--- config.mk ---
export PLATFORM = sky130hd
export DESIGN_NAME = comparator_seq_flat
export DESIGN_NICKNAME = d
export VERILOG_FILES = /design/src/rtl/comparator_seq_if.sv /design/src/rtl/comparator_seq.sv /design/src/flat_wrapper.sv
export SDC_FILE = /design/constraint.sdc
export NUM_CORES = 1
export LEC_CHECK = 0
export CORE_UTILIZATION = 46
export CTS_CLUSTER_DIAMETER = 200
export DETAILED_ROUTE_END_ITERATION = 8
export MAX_ROUTING_LAYER = met4
export PLACE_DENSITY_LB_ADDON = 0.25
export SYNTH_ARGS = -nofsm -noshare
export SYNTH_HDL_FRONTEND = slang
export SYNTH_SLANG_ARGS = --single-unit
export TNS_END_PERCENT = 30
--- constraint.sdc ---
create_clock -name clk -period 2.7 [get_ports clk]
set_input_delay 0.81 -clock clk [delete_from_list [all_inputs] [get_ports clk]]
set_output_delay 0.81 -clock clk [all_outputs]
set_load 0.05 [all_outputs]
--- src/rtl/comparator_seq_if.sv ---
// Handshake bundle for the serial comparator: request side (a/b/mode) and result side.
// The master drives requests and consumes results; the slave is the comparator itself.
interface comparator_seq_if #(
  parameter int N = 32
);
  logic         in_valid;
  logic         in_ready;
  logic [N-1:0] a;
  logic [N-1:0] b;
  logic [2:0]   mode;
  logic         out_valid;
  logic         out_ready;
  logic         result;
  logic         eq;
  logic         lt;
  logic         err;

  modport master (
    output in_valid, a, b, mode, out_ready,
    input  in_ready, out_valid, result, eq, lt, err
  );

  modport slave (
    input  in_valid, a, b, mode, out_ready,
    output in_ready, out_valid, result, eq, lt, err
  );
endinterface

--- src/rtl/comparator_seq.sv ---
// Serial magnitude/equality comparator: W bits per cycle, MSB slice first,
// finishing at the first differing slice. One transaction in flight.
module comparator_seq #(
  parameter int N = 32,
  parameter int W = 8
) (
  input  logic             clk,
  input  logic             rst_n,
  comparator_seq_if.slave  bus
);
  localparam int S  = N / W;
  localparam int CW = (S > 1) ? $clog2(S) : 1;

  if (N % W != 0) begin : g_bad_width
    $error("comparator_seq: N must be a multiple of W");
  end

  typedef enum logic [1:0] {
    ST_IDLE,
    ST_BUSY,
    ST_DONE
  } state_t;

  state_t         r_state;
  logic [N-1:0]   r_a;
  logic [N-1:0]   r_b;
  logic [2:0]     r_mode;
  logic [CW-1:0]  r_idx;
  logic           r_in_ready;
  logic           r_out_valid;
  logic           r_result;
  logic           r_eq;
  logic           r_lt;
  logic           r_err;

  logic [W-1:0]   w_sa [S];
  logic [W-1:0]   w_sb [S];
  logic [W-1:0]   w_cur_a;
  logic [W-1:0]   w_cur_b;
  logic           w_diff;
  logic           w_last;
  logic           w_eq_n;
  logic           w_lt_n;
  logic           w_sgn;
  logic [N-1:0]   w_sgn_mask;

  for (genvar gi = 0; gi < S; gi++) begin : g_slice
    assign w_sa[gi] = r_a[gi*W +: W];
    assign w_sb[gi] = r_b[gi*W +: W];
  end

  assign w_cur_a = w_sa[r_idx];
  assign w_cur_b = w_sb[r_idx];
  assign w_diff  = (w_cur_a != w_cur_b);
  assign w_last  = (r_idx == '0);
  assign w_eq_n  = !w_diff;
  assign w_lt_n  = w_diff && (w_cur_a < w_cur_b);

  // Flipping both sign bits maps two's-complement order onto unsigned order.
  assign w_sgn      = (bus.mode[2:1] == 2'b10);
  assign w_sgn_mask = {w_sgn, {(N-1){1'b0}}};

  function automatic logic f_result(input logic [2:0] m, input logic e, input logic l);
    logic res;
    case (m)
      3'b000:         res = e;
      3'b001:         res = !e;
      3'b100, 3'b110: res = l;
      3'b101, 3'b111: res = !l;
      default:        res = 1'b0;
    endcase
    return res;
  endfunction

  always_ff @(posedge clk or negedge rst_n) begin
    if (!rst_n) begin
      r_state     <= ST_IDLE;
      r_a         <= '0;
      r_b         <= '0;
      r_mode      <= '0;
      r_idx       <= '0;
      r_in_ready  <= 1'b1;
      r_out_valid <= 1'b0;
      r_result    <= 1'b0;
      r_eq        <= 1'b0;
      r_lt        <= 1'b0;
      r_err       <= 1'b0;
    end else begin
      case (r_state)
        ST_IDLE: begin
          if (bus.in_valid) begin
            r_a        <= bus.a ^ w_sgn_mask;
            r_b        <= bus.b ^ w_sgn_mask;
            r_mode     <= bus.mode;
            r_idx      <= CW'(S - 1);
            r_in_ready <= 1'b0;
            r_state    <= ST_BUSY;
          end
        end
        ST_BUSY: begin
          if (w_diff || w_last) begin
            r_eq        <= w_eq_n;
            r_lt        <= w_lt_n;
            r_result    <= f_result(r_mode, w_eq_n, w_lt_n);
            r_err       <= (r_mode[2:1] == 2'b01);
            r_out_valid <= 1'b1;
            r_state     <= ST_DONE;
          end else begin
            r_idx <= r_idx - 1'b1;
          end
        end
        ST_DONE: begin
          if (bus.out_ready) begin
            r_out_valid <= 1'b0;
            r_in_ready  <= 1'b1;
            r_state     <= ST_IDLE;
          end
        end
        default: begin
          r_state     <= ST_IDLE;
          r_in_ready  <= 1'b1;
          r_out_valid <= 1'b0;
        end
      endcase
    end
  end

  assign bus.in_ready  = r_in_ready;
  assign bus.out_valid = r_out_valid;
  assign bus.result    = r_result;
  assign bus.eq        = r_eq;
  assign bus.lt        = r_lt;
  assign bus.err       = r_err;
endmodule
--- src/flat_wrapper.sv ---
// flat-port wrapper written by rule: the top's interface ports become plain ports
module comparator_seq_flat 
#(
  parameter int N = 32,
  parameter int W = 8
)
  (clk, rst_n, bus_in_valid, bus_a, bus_b, bus_mode, bus_out_ready, bus_in_ready, bus_out_valid, bus_result, bus_eq, bus_lt, bus_err);
  comparator_seq_if #(.N(N)) bus_i ();
  input  logic clk;
  input  logic rst_n;
  input wire logic [$bits(bus_i.in_valid)-1:0] bus_in_valid;
  input wire logic [$bits(bus_i.a)-1:0] bus_a;
  input wire logic [$bits(bus_i.b)-1:0] bus_b;
  input wire logic [$bits(bus_i.mode)-1:0] bus_mode;
  input wire logic [$bits(bus_i.out_ready)-1:0] bus_out_ready;
  output wire logic [$bits(bus_i.in_ready)-1:0] bus_in_ready;
  output wire logic [$bits(bus_i.out_valid)-1:0] bus_out_valid;
  output wire logic [$bits(bus_i.result)-1:0] bus_result;
  output wire logic [$bits(bus_i.eq)-1:0] bus_eq;
  output wire logic [$bits(bus_i.lt)-1:0] bus_lt;
  output wire logic [$bits(bus_i.err)-1:0] bus_err;
  assign bus_i.in_valid = bus_in_valid;
  assign bus_i.a = bus_a;
  assign bus_i.b = bus_b;
  assign bus_i.mode = bus_mode;
  assign bus_i.out_ready = bus_out_ready;
  assign bus_in_ready = bus_i.in_ready;
  assign bus_out_valid = bus_i.out_valid;
  assign bus_result = bus_i.result;
  assign bus_eq = bus_i.eq;
  assign bus_lt = bus_i.lt;
  assign bus_err = bus_i.err;
  comparator_seq #(.N(N), .W(W)) u_core (.clk(clk), .rst_n(rst_n), .bus(bus_i));
endmodule
==> flow_summary_export.csv, run 1 <==
group,metric,value,unit
logic_synthesis,syn_area,3541,um2
floorplan,die_w,89.74,um
min_path,hold_class,"input pin to async pin",
cts,cts_buffers,9,
logic_synthesis,synth_top_family_by_area,"multiplexers",
pwr,swShare,31.11,%
timing,hold_violations,0,
global_route,grt-ovfl-total,0,
cells_and_area,final_net_count,405,
logic_synthesis,synth_compound_area_share,3.781,%
cts,clock_sinks,77,
logic_synthesis,synth_ff_type,"dfrtp_1",
pwr,switchingPower,1417,uW
cts,cts_max_path_buffers,2,
floorplan,core,7331,um2
global_route,grt_pass1_vias,2324,
timing,rsz0062_at_grt,"no",
floorplan,rows,31,
cts,h-tree-depth,3,
timing,slew_headroom,66.70,%
logic_synthesis,synth_cell_types,32,
floorplan,io_pins,77,
cells_and_area,n_antenna_cell,0,
critical_path,setup.worst_path.end_class,"register",
pwr,powerDensity,983.8,nW/um2
floorplan,die_h,89.74,um
cts,path_clk_slew,0.07,ns
routing,drt_first_iter_violations,92,
cts,hold_buffers,0,
logic_synthesis,synth_seq_cells,77,
logic_synthesis,syn_area_per_cell,14.57,um2
critical_path,critPathMaxFanout,12,
logic_synthesis,syn_inst,243,
global_route,grt_use_total,18.82,%
routing,dr.pass1.iters,4,
placement,gp_congestion,0.7710,
placement,io_buffers,76,
floorplan,initial_utilization,48.30,%
logic_synthesis,synth_fp_nets,323,
timing,period_minus_slack,2.525,ns
routing,drc_errors,0,
pwr,p_int,3137,uW
timing,tightestPinTransition,0.4994,ns
timing,clock.fmax,0.3961,GHz
global_route,antenna_found_initial,0,
placement,pre_cts_ws,0.1803,ns
routing,vias_per_cell,5.096,
floorplan,dieArea,8052,um2
critical_path,startpoint_type,"register",
placement,dp_hpwl,4981,um
critical_path,cp.required,2.93,ns
pwr,seqPwrFrac,44.6,%
global_route,grt_max_degree,54,
cells_and_area,layout.area.seq,1928,um2
run_status,status,"finished, final reports clean",
job,max_cap_violations,0,
timing,setup_ws,0.1752,ns
pwr,ir_worst_vdd,444.2,uV
pwr,p_leak,0.001957,uW
logic_synthesis,yosysSeqAreaShare,54.45,%
cts,clk_root_buffer_cell,"clkbuf_8",
pwr,combPwrFrac,39.3,%
timing,clock-skew-final,0.006405,ns
cells_and_area,drive_gt1_share,32.22,%
logic_synthesis,synthAdderAreaFrac,3.180,%
logic_synthesis,synth_edf_count,0,
cells_and_area,nFillCells,582,
logic_synthesis,ys_warn_count,0,
cells_and_area,stdcell_count,428,
cts,insertion_delay,0.34,ns
logic_synthesis,synthArstFlopShare,100.0,%
cells_and_area,multi_input_area,1516,um2
cts,cts_tree,"yes",
routing,vias,2181,
logic_synthesis,synth_xor_xnor_area_share,0.7420,%
timing,whs,0.4277,ns
timing,drv_slew,0,
logic_synthesis,synthSimpleGateAreaFrac,4.028,%
routing,drt-total-wl,6636,um
critical_path,crit_type,"register to register",
timing,fin_setup_tns,0,ns
routing,antenna_left,0,
placement,dp.cells,413,
logic_synthesis,synthMuxAreaShare,30.85,%
pwr,p_total,4554,uW
routing,wl_per_cell,15.50,um
cells_and_area,syn2layout_area_growth,30.74,%
critical_path,ff2ff_path_depth,9,
pwr,clkPwrFrac,16.1,%
timing,setup_viol,0,
critical_path,cp_data_arrival_time,2.76,ns
timing,period_share,93.51,%
global_route,grt_pass1_wl,11300,um
==> layout make-up <==
class                   count  share of cell area [%]
repair buffers             82                   18.43
well taps                  99                   2.676
flip-flops and latches     77                   41.65
clock buffers              13                   3.216
clock inverters             2                  0.2162
multi-input cells         142                   32.76
inverters                  13                   1.054
==> cells in the mapped netlist, drive strengths merged (2+ instances only) <==
library cell / instances / area [um2]
a21oi: 7 / 35.03
a31oi: 2 / 12.51
buf: 10 / 52.55
dfrtp: 76 / 1902
ha: 9 / 112.6
inv: 13 / 48.80
mux2: 65 / 732.0
mux4: 16 / 360.4
nand2: 8 / 32.54
nand4: 2 / 18.77
nor2: 8 / 30.03
nor2b: 2 / 12.51
o21ai: 7 / 35.03
xnor2: 3 / 26.28
==> sequential cells by signal (all words and copies together) (netlist names) <==
signal	flops
u_core.r_a	32
u_core.r_b	32
u_core.r_mode	3
u_core.r_idx	2
u_core.r_state	2
u_core.bus.eq	1
u_core.bus.err	1
u_core.bus.in_ready	1
u_core.bus.lt	1
u_core.bus.out_valid	1
u_core.bus.result	1
==> through the flow <==
| step | utilization (%) | instance area (um2) |
|---|---|---|
| 6_report | 63.15 | 4629 |
| 3_5_place_dp | 60.95 | 4468 |
| 5_1_grt | 63.15 | 4629 |
| 4_1_cts | 63.12 | 4627 |
| 2_1_floorplan | - | 3541 |
| 3_3_place_gp | 60.95 | 4468 |
==> critical path, cell delays in order (launching register included) <==
cell and delay [ns]:
dfrtp_1 0.39, buf_12 0.17, mux4_2 0.51, ha_1 0.34, a21oi_1 0.16, nor2_1 0.06
a211oi_1 0.27, a31oi_1 0.15, xnor2_1 0.14, a41o_1 0.23
==> routing by layer <==
metal / global-route usage [%] / wire, um / share of wire, % / vias to the layer above
met1: 23.76 / 2903 / 44 / 1080
li1: - / - / - / 1047
met5: - / 0 / 0 / -
met4: 8.607 / 116 / 1.7 / 0
met2: 29.74 / 3407 / 51 / 44
met3: 3.384 / 208 / 3.1 / 10
==> cells in the final DEF, fill, tap and decap left out, types with 2 or more instances in the layout <==
cell | Yosys | routed
dfrtp_1 | 76 | 76
clkdlybuf4s50_1 | 0 | 75
mux2_2 | 65 | 65
mux4_2 | 16 | 16
inv_1 | 13 | 13
clkbuf_8 | 0 | 10
ha_1 | 9 | 9
nor2_1 | 8 | 7
a21oi_1 | 7 | 7
nand2_1 | 7 | 7
o21ai_0 | 7 | 7
buf_12 | 0 | 4
xnor2_1 | 3 | 3
clkbuf_1 | 1 | 3
buf_4 | 1 | 3
nor2b_1 | 2 | 2
a31oi_1 | 2 | 2
clkinv_2 | 0 | 2
==> power by group through the flow <==
stage	clock network [uW]	registers [uW]	logic (uW)
floorplan	0	2050	1290
global placement	0	2040	1770
detailed placement	0	2060	1810
CTS	755	2040	1820
global route	799	2110	1980
finish	733	2030	1790
==> logic make-up (layout without fill, tap and decap cells) <==
logic type,after synthesis,after routing
AND/OR/NAND/NOR,27,27
multiplexers,81,81
XOR/XNOR,3,3
AO/OA/AOI/OAI,22,22
flip-flops,77,77
buffers and inverters,24,110
adder cells (fa/ha/maj),9,9
==> what timing repair did <==
| action | in CTS | in global routing |
|---|---|---|
| setup buffers | 0 | 0 |
| endpoints found under the setup margin | 0 | 2 |
| gates resized for setup | 0 | 1 |
==> path summary, 6_finish.rpt <==
check	endpoint	slack, ns	startpoint
worst max-delay path	u_core.bus.result$_DFFE_PN0P_	0.18	u_core.r_idx[0]$_DFFE_PN0P_
worst min-delay path	u_core.r_a[15]$_DFFE_PN0P_	0.43	rst_n
worst max register to register	u_core.bus.result$_DFFE_PN0P_	0.18	u_core.r_idx[0]$_DFFE_PN0P_
worst min register to register	u_core.bus.lt$_DFFE_PN0P_	0.49	u_core.bus.lt$_DFFE_PN0P_
max in group asynchronous	u_core.bus.in_ready$_DFFE_PN1P_	1.64	rst_n
min in group clk	u_core.bus.lt$_DFFE_PN0P_	0.49	u_core.bus.lt$_DFFE_PN0P_
(Power assumes the default switching activity.)
==> inputs of run 2 (changes only) <==
--- a/config.mk
+++ b/config.mk
@@ -5,6 +5,7 @@
 export SDC_FILE = /design/constraint.sdc
 export NUM_CORES = 1
 export LEC_CHECK = 0
+export CORE_MARGIN = 8
 export CORE_UTILIZATION = 46
 export CTS_CLUSTER_DIAMETER = 200
 export DETAILED_ROUTE_END_ITERATION = 8
==> flow_summary_export.csv, run 2 (synthesis gave the netlist of run 1 again) <==
group,metric,value,unit
run_status,status,"finished, final reports clean",
critical_path,ff2ff_path_depth,9,
timing,period_minus_slack,2.553,ns
cells_and_area,n_antenna_cell,0,
pwr,combPwrFrac,38.3,%
pwr,seqPwrFrac,43.2,%
placement,dp_hpwl,5283,um
global_route,grt_max_degree,71,
cells_and_area,multi_input_area,1514,um2
critical_path,setup.worst_path.end_class,"register",
timing,setup_viol,0,
cts,clk_root_buffer_cell,"clkbuf_8",
routing,dr.pass1.iters,4,
global_route,grt_pass1_vias,2494,
cts,h-tree-depth,3,
critical_path,r2r_slack,0.15,ns
routing,wl_per_cell,16.52,um
cts,insertion_delay,0.35,ns
timing,period_share,94.54,%
cells_and_area,layout_commonest_cell,"dfrtp_1",
timing,clock.fmax,0.3918,GHz
routing,drc_errors,0,
cts,hold_buffers,0,
cts,clock_sinks,77,
routing,vias,2170,
global_route,antenna_found_initial,0,
routing,drt_first_iter_violations,49,
global_route,grt-ovfl-total,0,
timing,drv_slew,0,
critical_path,startpoint_type,"register",
placement,io_buffers,76,
placement,gp_congestion,0.7691,
routing,drt-total-wl,7121,um
critical_path,cp.required,2.94,ns
global_route,grt_pass1_wl,12140,um
floorplan,core,7607,um2
critical_path,critPathMaxFanout,15,
pwr,powerDensity,1006,nW/um2
critical_path,rr_endpoint,"u_core.bus.result$_DFFE_PN0P_",
cts,post_cts_buffers,0,
floorplan,rows,32,
timing,hold_violations,0,
cells_and_area,fin_util,61.32,%
cells_and_area,layout.area.seq,1928,um2
pwr,p_leak,0.001964,uW
cts,cts_tree,"yes",
min_path,hold_class,"input pin to async pin",
global_route,grt_use_total,14.29,%
floorplan,initial_utilization,46.55,%
floorplan,die_h,103.7,um
cells_and_area,nFillCells,612,
job,max_cap_violations,0,
pwr,switchingPower,1465,uW
floorplan,dieArea,10760,um2
floorplan,io_pins,77,
cts,cts.repair.resized,0,
cts,path_clk_slew,0.08,ns
timing,clock-skew-final,0.006887,ns
pwr,ir_worst_vdd,465.8,uV
timing,rsz0062_at_grt,"no",
routing,antenna_left,0,
timing,tightestPinTransition,0.4937,ns
cells_and_area,final_net_count,404,
critical_path,crit_type,"register to register",
routing,vias_per_cell,5.035,
cells_and_area,drive_gt1_share,32.83,%
cts,cts_buffers,9,
pwr,swShare,31.22,%
timing,fin_setup_tns,0,ns
critical_path,cp_data_arrival_time,2.79,ns
timing,slew_headroom,66.98,%
pwr,clkPwrFrac,18.6,%
critical_path,worstReg2RegStart,"u_core.r_idx[0]$_DFFE_PN0P_",
cells_and_area,reg_top3,"u_core.r_a x32, u_core.r_b x32, u_core.r_mode x3",
cells_and_area,mostFrequentLayoutCells,"dfrtp_1, clkdlybuf4s50_1, mux2_2",
cells_and_area,syn2layout_area_growth,31.73,%
pwr,p_int,3227,uW
cts,cts_max_path_buffers,2,
floorplan,die_w,103.7,um
[run 2: area by class of cell]
cell class	instances	share of cell area, %
clock buffers	10	2.951
clock inverters	6	1.341
inverters	13	1.046
multi-input cells	142	32.46
flip-flops and latches	77	41.34
well taps	102	2.736
repair buffers	81	18.13
[run 2: through the flow]
stage	hold slack (ns)	cells	total power (uW)	area, um2	worst slack [ns]
finish	0.4128	431	4691	4664	0.1474
global route	0.4487	431	5016	4664	0.02903
CTS	0.4312	431	4742	4664	0.1303
detailed placement	0.4733	415	3861	4464	0.1493
global placement	0.4637	415	3795	4464	0.1980
floorplan	0.4752	243	3330	3541	0.02018
[run 2: per-layer routing]
metal	global-route usage [%]	vias up	share of wire [%]	wire length [um]
li1	-	1045	-	-
met1	17.56	1062	45	3205
met2	22.55	52	50	3531
met3	2.974	11	3.7	263
met4	5.895	0	1.7	120
met5	-	-	0	0
[run 2: worst max-delay path by stage]
stage | startpoint | endpoint | slack (ns) | cells past startpoint
after CTS | u_core.r_idx[0]$_DFFE_PN0P_ | u_core.bus.result$_DFFE_PN0P_ | 0.13 | 9
after detailed placement | u_core.r_idx[0]$_DFFE_PN0P_ | u_core.bus.result$_DFFE_PN0P_ | 0.15 | 9
after global routing | u_core.r_idx[0]$_DFFE_PN0P_ | u_core.bus.result$_DFFE_PN0P_ | 0.03 | 9
after floorplan | u_core.r_idx[0]$_DFFE_PN0P_ | u_core.bus.result$_DFFE_PN0P_ | 0.02 | 10
after global placement | u_core.r_idx[0]$_DFFE_PN0P_ | u_core.bus.result$_DFFE_PN0P_ | 0.20 | 9
final | u_core.r_idx[0]$_DFFE_PN0P_ | u_core.bus.result$_DFFE_PN0P_ | 0.15 | 9
[run 2: power by group through the flow]
stage | sequential [uW] | clock (uW) | combinational (uW)
after global placement | 2030 | 0 | 1760
after floorplan | 2050 | 0 | 1290
final | 2020 | 872 | 1790
after detailed placement | 2050 | 0 | 1810
after global routing | 2100 | 939 | 1980
after CTS | 2030 | 894 | 1820
[run 2: critical path, cell delays in order (launching register included)]
cell      delay [ns]
dfrtp_1         0.39
buf_12          0.18
mux4_2          0.51
ha_1            0.34
a21oi_1         0.16
nor2_1          0.06
a211oi_1        0.27
a31oi_1         0.15
xnor2_1         0.14
a41o_1          0.23
==> inputs of run 3 (changes only) <==
--- a/config.mk
+++ b/config.mk
@@ -14,4 +14,4 @@
 export SYNTH_ARGS = -nofsm -noshare
 export SYNTH_HDL_FRONTEND = slang
 export SYNTH_SLANG_ARGS = --single-unit
-export TNS_END_PERCENT = 30
+export TNS_END_PERCENT = 50
==> results of run 3 <==
The final DEF is identical to that of run 2; final timing and power are the same.
